--- src/rtl/fpadd_selftest.sv ---
// fpadd_selftest: ROM-driven self-test sequencer for an external floating-point adder.
// Build option FPADD_SELFTEST_NAN_EQ_EN: in CHECK, any NaN result matches any NaN expectation.
module fpadd_selftest #(
  parameter int NUM = 10,
  parameter int LAT = 2,
  parameter int AW  = 8
) (
  input  logic          clk,
  input  logic          reset,
  input  logic          start,
  output logic [AW-1:0] vec_addr,
  input  logic [95:0]   vec_data,
  output logic [31:0]   reg_A,
  output logic [31:0]   reg_B,
  input  logic [31:0]   out_sum,
  output logic          busy,
  output logic          done,
  output logic          pass,
  output logic [7:0]    err_count,
  output logic [AW-1:0] err_idx
);

  typedef enum logic [2:0] {
    S_IDLE,
    S_FETCH,
    S_APPLY,
    S_WAIT,
    S_CHECK,
    S_DONE
  } state_t;

  localparam logic [AW-1:0] LAST      = AW'(NUM - 1);
  localparam logic [3:0]    WAIT_LAST = 4'(LAT - 1);

  state_t        state, state_nxt;
  logic [AW-1:0] index;
  logic [31:0]   expected;
  logic [3:0]    wait_cnt;
  logic          err_seen;
  logic          match;

`ifdef FPADD_SELFTEST_NAN_EQ_EN
  logic sum_nan, exp_nan;
  assign sum_nan = (out_sum[30:23] == 8'hFF) && (out_sum[22:0] != '0);
  assign exp_nan = (expected[30:23] == 8'hFF) && (expected[22:0] != '0);
  assign match   = (out_sum == expected) || (sum_nan && exp_nan);
`else
  assign match = (out_sum == expected);
`endif

  assign vec_addr = index;
  assign pass     = done && (err_count == '0);

  always_ff @(posedge clk or negedge reset) begin
    if (!reset) state <= S_IDLE;
    else        state <= state_nxt;
  end

  always_comb begin
    state_nxt = state;
    busy      = 1'b1;
    done      = 1'b0;
    case (state)
      S_IDLE: begin
        busy = 1'b0;
        if (start) state_nxt = S_FETCH;
      end
      S_FETCH: state_nxt = S_APPLY;
      S_APPLY: state_nxt = S_WAIT;
      S_WAIT:  if (wait_cnt == WAIT_LAST) state_nxt = S_CHECK;
      S_CHECK: state_nxt = (index == LAST) ? S_DONE : S_FETCH;
      S_DONE: begin
        busy = 1'b0;
        done = 1'b1;
        if (start) state_nxt = S_FETCH;
      end
      default: begin
        busy      = 1'b0;
        state_nxt = S_IDLE;
      end
    endcase
  end

  always_ff @(posedge clk or negedge reset) begin
    if (!reset) begin
      index     <= '0;
      reg_A     <= '0;
      reg_B     <= '0;
      expected  <= '0;
      wait_cnt  <= '0;
      err_count <= '0;
      err_idx   <= '0;
      err_seen  <= 1'b0;
    end else begin
      case (state)
        S_IDLE, S_DONE: begin
          if (start) begin
            index     <= '0;
            err_count <= '0;
            err_idx   <= '0;
            err_seen  <= 1'b0;
          end
        end
        S_APPLY: begin
          reg_A    <= vec_data[95:64];
          reg_B    <= vec_data[63:32];
          expected <= vec_data[31:0];
          wait_cnt <= '0;
        end
        S_WAIT: wait_cnt <= wait_cnt + 4'd1;
        S_CHECK: begin
          if (!match) begin
            if (err_count != 8'hFF) err_count <= err_count + 8'd1;
            if (!err_seen) begin
              err_seen <= 1'b1;
              err_idx  <= index;
            end
          end
          // index stays at the last vector in DONE so vec_addr keeps tracking it
          if (index != LAST) index <= index + AW'(1);
        end
        default: ;
      endcase
    end
  end

endmodule

--- config.mk ---
export PLATFORM = sky130hd
export DESIGN_NAME = fpadd_selftest
export DESIGN_NICKNAME = d
export VERILOG_FILES = /design/src/rtl/fpadd_selftest.sv
export SDC_FILE = /design/constraint.sdc
export NUM_CORES = 1
export LEC_CHECK = 0
export ABC_CLOCK_PERIOD_IN_PS = 4400
export BUFFER_PORTS_ARGS = -buffer_cell sky130_fd_sc_hd__buf_4
export CORE_ASPECT_RATIO = 0.7
export CORE_MARGIN = 2
export CORE_UTILIZATION = 50
export DETAILED_ROUTE_END_ITERATION = 16
export MAX_ROUTING_LAYER = met4
export PLACE_DENSITY = 0.82
export SYNTH_ARGS = -nofsm -noshare
export SYNTH_HDL_FRONTEND = slang
export SYNTH_SLANG_ARGS = --single-unit
--- constraint.sdc ---
create_clock -name clk -period 4.4 [get_ports clk]
set_clock_uncertainty 0.05 [all_clocks]
set_input_delay 1.1 -clock clk [delete_from_list [all_inputs] [get_ports clk]]
set_output_delay 1.1 -clock clk [all_outputs]
set_load 0.005 [all_outputs]
==> results_dict.tcl <==
set metrics [dict create \
    port_buffers 221 \
    yosysSeqAreaShare_pct 57.40 \
    wl_per_cell_microns 17.52 \
    cts-hold-fix-buffers 0 \
    antenna_found_initial 0 \
    start_util_pct 51.05 \
    rrSetupSlack_ns 1.79 \
    dr_wl_met3_mm 1.327 \
    fp.dieW_microns 130.3 \
    cts_buffers 17 \
    cts_tree "built" \
    nets 787 \
    drc 0 \
    synth_async_sr_flop_share_pct 100.0 \
    syn_avg_cell_area_sq_um 13.22 \
    synthFlopType "dfrtp_1" \
    worstHoldStart "reg_A[8]" \
    top_layer_used "met4" \
    grt_setup_unrepaired "false" \
    setup_viol 0 \
    tns_ns 0 \
    syn_inst 422 \
    cts-root-buf "clkbuf_16" \
    vias_per_cell 5.299 \
    gp_congestion 0.9065 \
    grt_overflow 0 \
    cp_max_fo 7 \
    hold-path-cell-count 1 \
    antennaDiodeCount 0 \
    finalInstanceArea_sq_um 8005 \
    place_area_sq_um 7395 \
    tightest_slew_ns 1.313 \
    peakVddDrop_uv 405.3 \
    via_count 4319 \
    fmaxAchievable_ghz 0.3476 \
    p_int_mw 3.839 \
    clk-insertion-delay-late_ns 0.40 \
    die_h_microns 92.39 \
    drt-pass1-iter-count 5 \
    switching_share_pct 29.50 \
    num_rows 32 \
    grt_usage_pct 25.59 \
    syn-cell-area_sq_um 5580 \
    r2r_cells 4 \
    comb_power_share_pct 36.2 \
    syn2layout_area_growth_pct 43.45 \
    grt_pass1_wl_mm 22.92 \
    drive_gt1_share_pct 54.38 \
    drv_slew 0 \
    start_kind "flop" \
    clkTransAtPathRegs_ns 0.05 \
    wirelength_mm 14.28 \
    pre_cts_slack_ns 1.253 \
    grt_max_degree 56 \
    ant_nets 0 \
    finalHoldViolations 0 \
    postCtsResizedCells 0 \
    grt_pass1_vias 4632 \
    post-route-min-period_ns 2.877 \
    r2r_start "state[1]" \
    maxCapViolations 0 \
    p_sw_mw 1.606 \
    final.period_utilization_pct 65.38 \
    pwr-share-seq_pct 37.2 \
    htreeDepth 4 \
    cts_setup_buffers 0 \
    crit_required_ns 3.25 \
    ys_types 44 \
    maxSlewHeadroom_pct 11.30 \
    status "completed" \
    p_clk_share_pct 26.6 \
    worst-setup-path-type "flop to output pin" \
    worstPathArrival_ns 1.73 \
    min_path_type "flop to flop" \
    power_density_nw_per_um2 680.2 \
    finalPower_mw 5.445 \
    drt-initial-drc-count 294 \
    setup_ws_ns 1.523 \
    dieArea_sq_um 12040 \
    dp_hpwl_mm 10.43 \
    cts_sinks 128 \
    end_kind "output pin" \
    clock_path_buffers 2 \
    io_pins 222 \
    hold_path_end "reg_A[8]" \
    met2_length_mm 7.213 \
    synth_edf_count 0 \
    wirelength_met1_mm 5.604 \
    coreArea_sq_um 10930 \
    ys_ff_latch 128 \
    syn-num-nets 559 \
    yosys_warnings 0 \
    r2r-end "reg_B[24]" \
    p_leak_nw 3.761 \
]
==> per-layer routing <==
layer  vias to the layer above  track usage (%)
met1                      2133            30.79
met4                         0            6.989
li1                       1969                -
met3                        13            8.434
met2                       204            41.71
met5                         -                -
==> logic make-up after synthesis <==
family                   after synthesis  synth area share (%)
AO/OA/AOI/OAI                         46                 5.426
XOR/XNOR                              39                 6.121
adder cells (fa/ha/maj)                6                 1.345
buffers and inverters                 26                 2.063
flip-flops                           128                 57.40
multiplexers                          97                 19.55
AND/OR/NAND/NOR                       80                 8.094
==> cells in the final DEF, fill, tap and decap left out, drive strengths merged, types with 3 or more instances in the layout <==
cell type | synthesis | layout
buf | 8 | 226
dfrtp | 128 | 128
mux2 | 96 | 96
xor2 | 34 | 34
nor2 | 20 | 20
clkbuf | 9 | 20
nand2 | 17 | 17
o21ai | 15 | 15
inv | 9 | 9
nand4 | 9 | 9
a22o | 8 | 8
a21oi | 7 | 7
nor4 | 7 | 7
nor3 | 6 | 6
nand3 | 6 | 6
ha | 6 | 6
xnor2 | 5 | 5
clkinv | 0 | 5
o41ai | 4 | 4
bufinv | 0 | 4
nand2b | 3 | 3
o31ai | 3 | 3
==> power groups by stage <==
stage	Combinational (mW)	Sequential, mW	Clock [mW]
floorplan	1.15	1.98	0
global placement	1.90	2.00	0
detailed placement	1.98	2.04	0
CTS	2.00	2.03	1.47
global route	2.14	2.09	1.52
finish	1.97	2.02	1.45
==> flip-flops by register name, summed over array words and instances (netlist names) <==
register   flops
err_idx        8
vec_addr       8
reg_B         32
reg_A         32
wait_cnt       4
err_count      8
expected      32
state          3
err_seen       1
==> how the worst max path moves through the flow <==
stage	startpoint	endpoint	slack [ns]	cells after the start
detailed placement	out_sum[23]	err_idx[1]	1.25	7
CTS	state[0]	pass	1.52	5
finish	state[0]	pass	1.52	5
global route	state[0]	pass	1.42	5
global placement	out_sum[23]	err_idx[6]	1.31	7
floorplan	out_sum[23]	err_count[6]	1.63	6
==> cell type report <==
class | instances | area (sq um)
clock buffer | 20 | 446.7
multi-input combinational | 268 | 2270
clock inverter | 11 | 163.9
tap | 153 | 191.4
fill | 773 | 2925
sequential | 128 | 3203
inverter | 9 | 33.78
timing repair buffer | 226 | 1697
==> through the flow <==
| step | utilization, % | std cells | hold slack (ns) |
|---|---|---|---|
| global placement | 67.65 | 784 | 0.4360 |
| global route | 73.24 | 815 | 0.4633 |
| CTS | 73.24 | 815 | 0.4564 |
| detailed placement | 67.65 | 784 | 0.4471 |
| floorplan | - | 422 | 0.4357 |
| finish | 73.24 | 815 | 0.4544 |
==> worst max-delay path: stages, from the launching register on <==
cell     delay (ns)
dfrtp_1        0.53
nand2_1        0.08
nor2_1         0.21
nand4_1        0.13
nor4_1         0.21
buf_4          0.16
==> synthesized netlist by cell type (2+ instances only) <==
library cell / instances / area (sq um)
nor4b_1: 2 / 17.52
o21ai_0: 15 / 75.07
xor2_1: 34 / 297.8
nand2_1: 17 / 63.81
mux2_2: 96 / 1081
o22ai_1: 2 / 12.51
a21oi_1: 7 / 35.03
nand3_1: 6 / 30.03
or2_2: 2 / 12.51
nor2_1: 19 / 71.32
inv_1: 9 / 33.78
o41ai_1: 4 / 35.03
a31oi_1: 2 / 12.51
nor3_1: 6 / 30.03
nor4bb_1: 2 / 20.02
nor4_1: 5 / 31.28
nand2b_1: 3 / 18.77
buf_2: 5 / 25.02
dfrtp_1: 128 / 3203
xnor2_1: 5 / 43.79
o31ai_1: 3 / 22.52
ha_1: 6 / 75.07
a22o_1: 8 / 70.07
nand4_1: 8 / 50.05
clkbuf_1: 9 / 33.78
(Power assumes the default switching activity.)
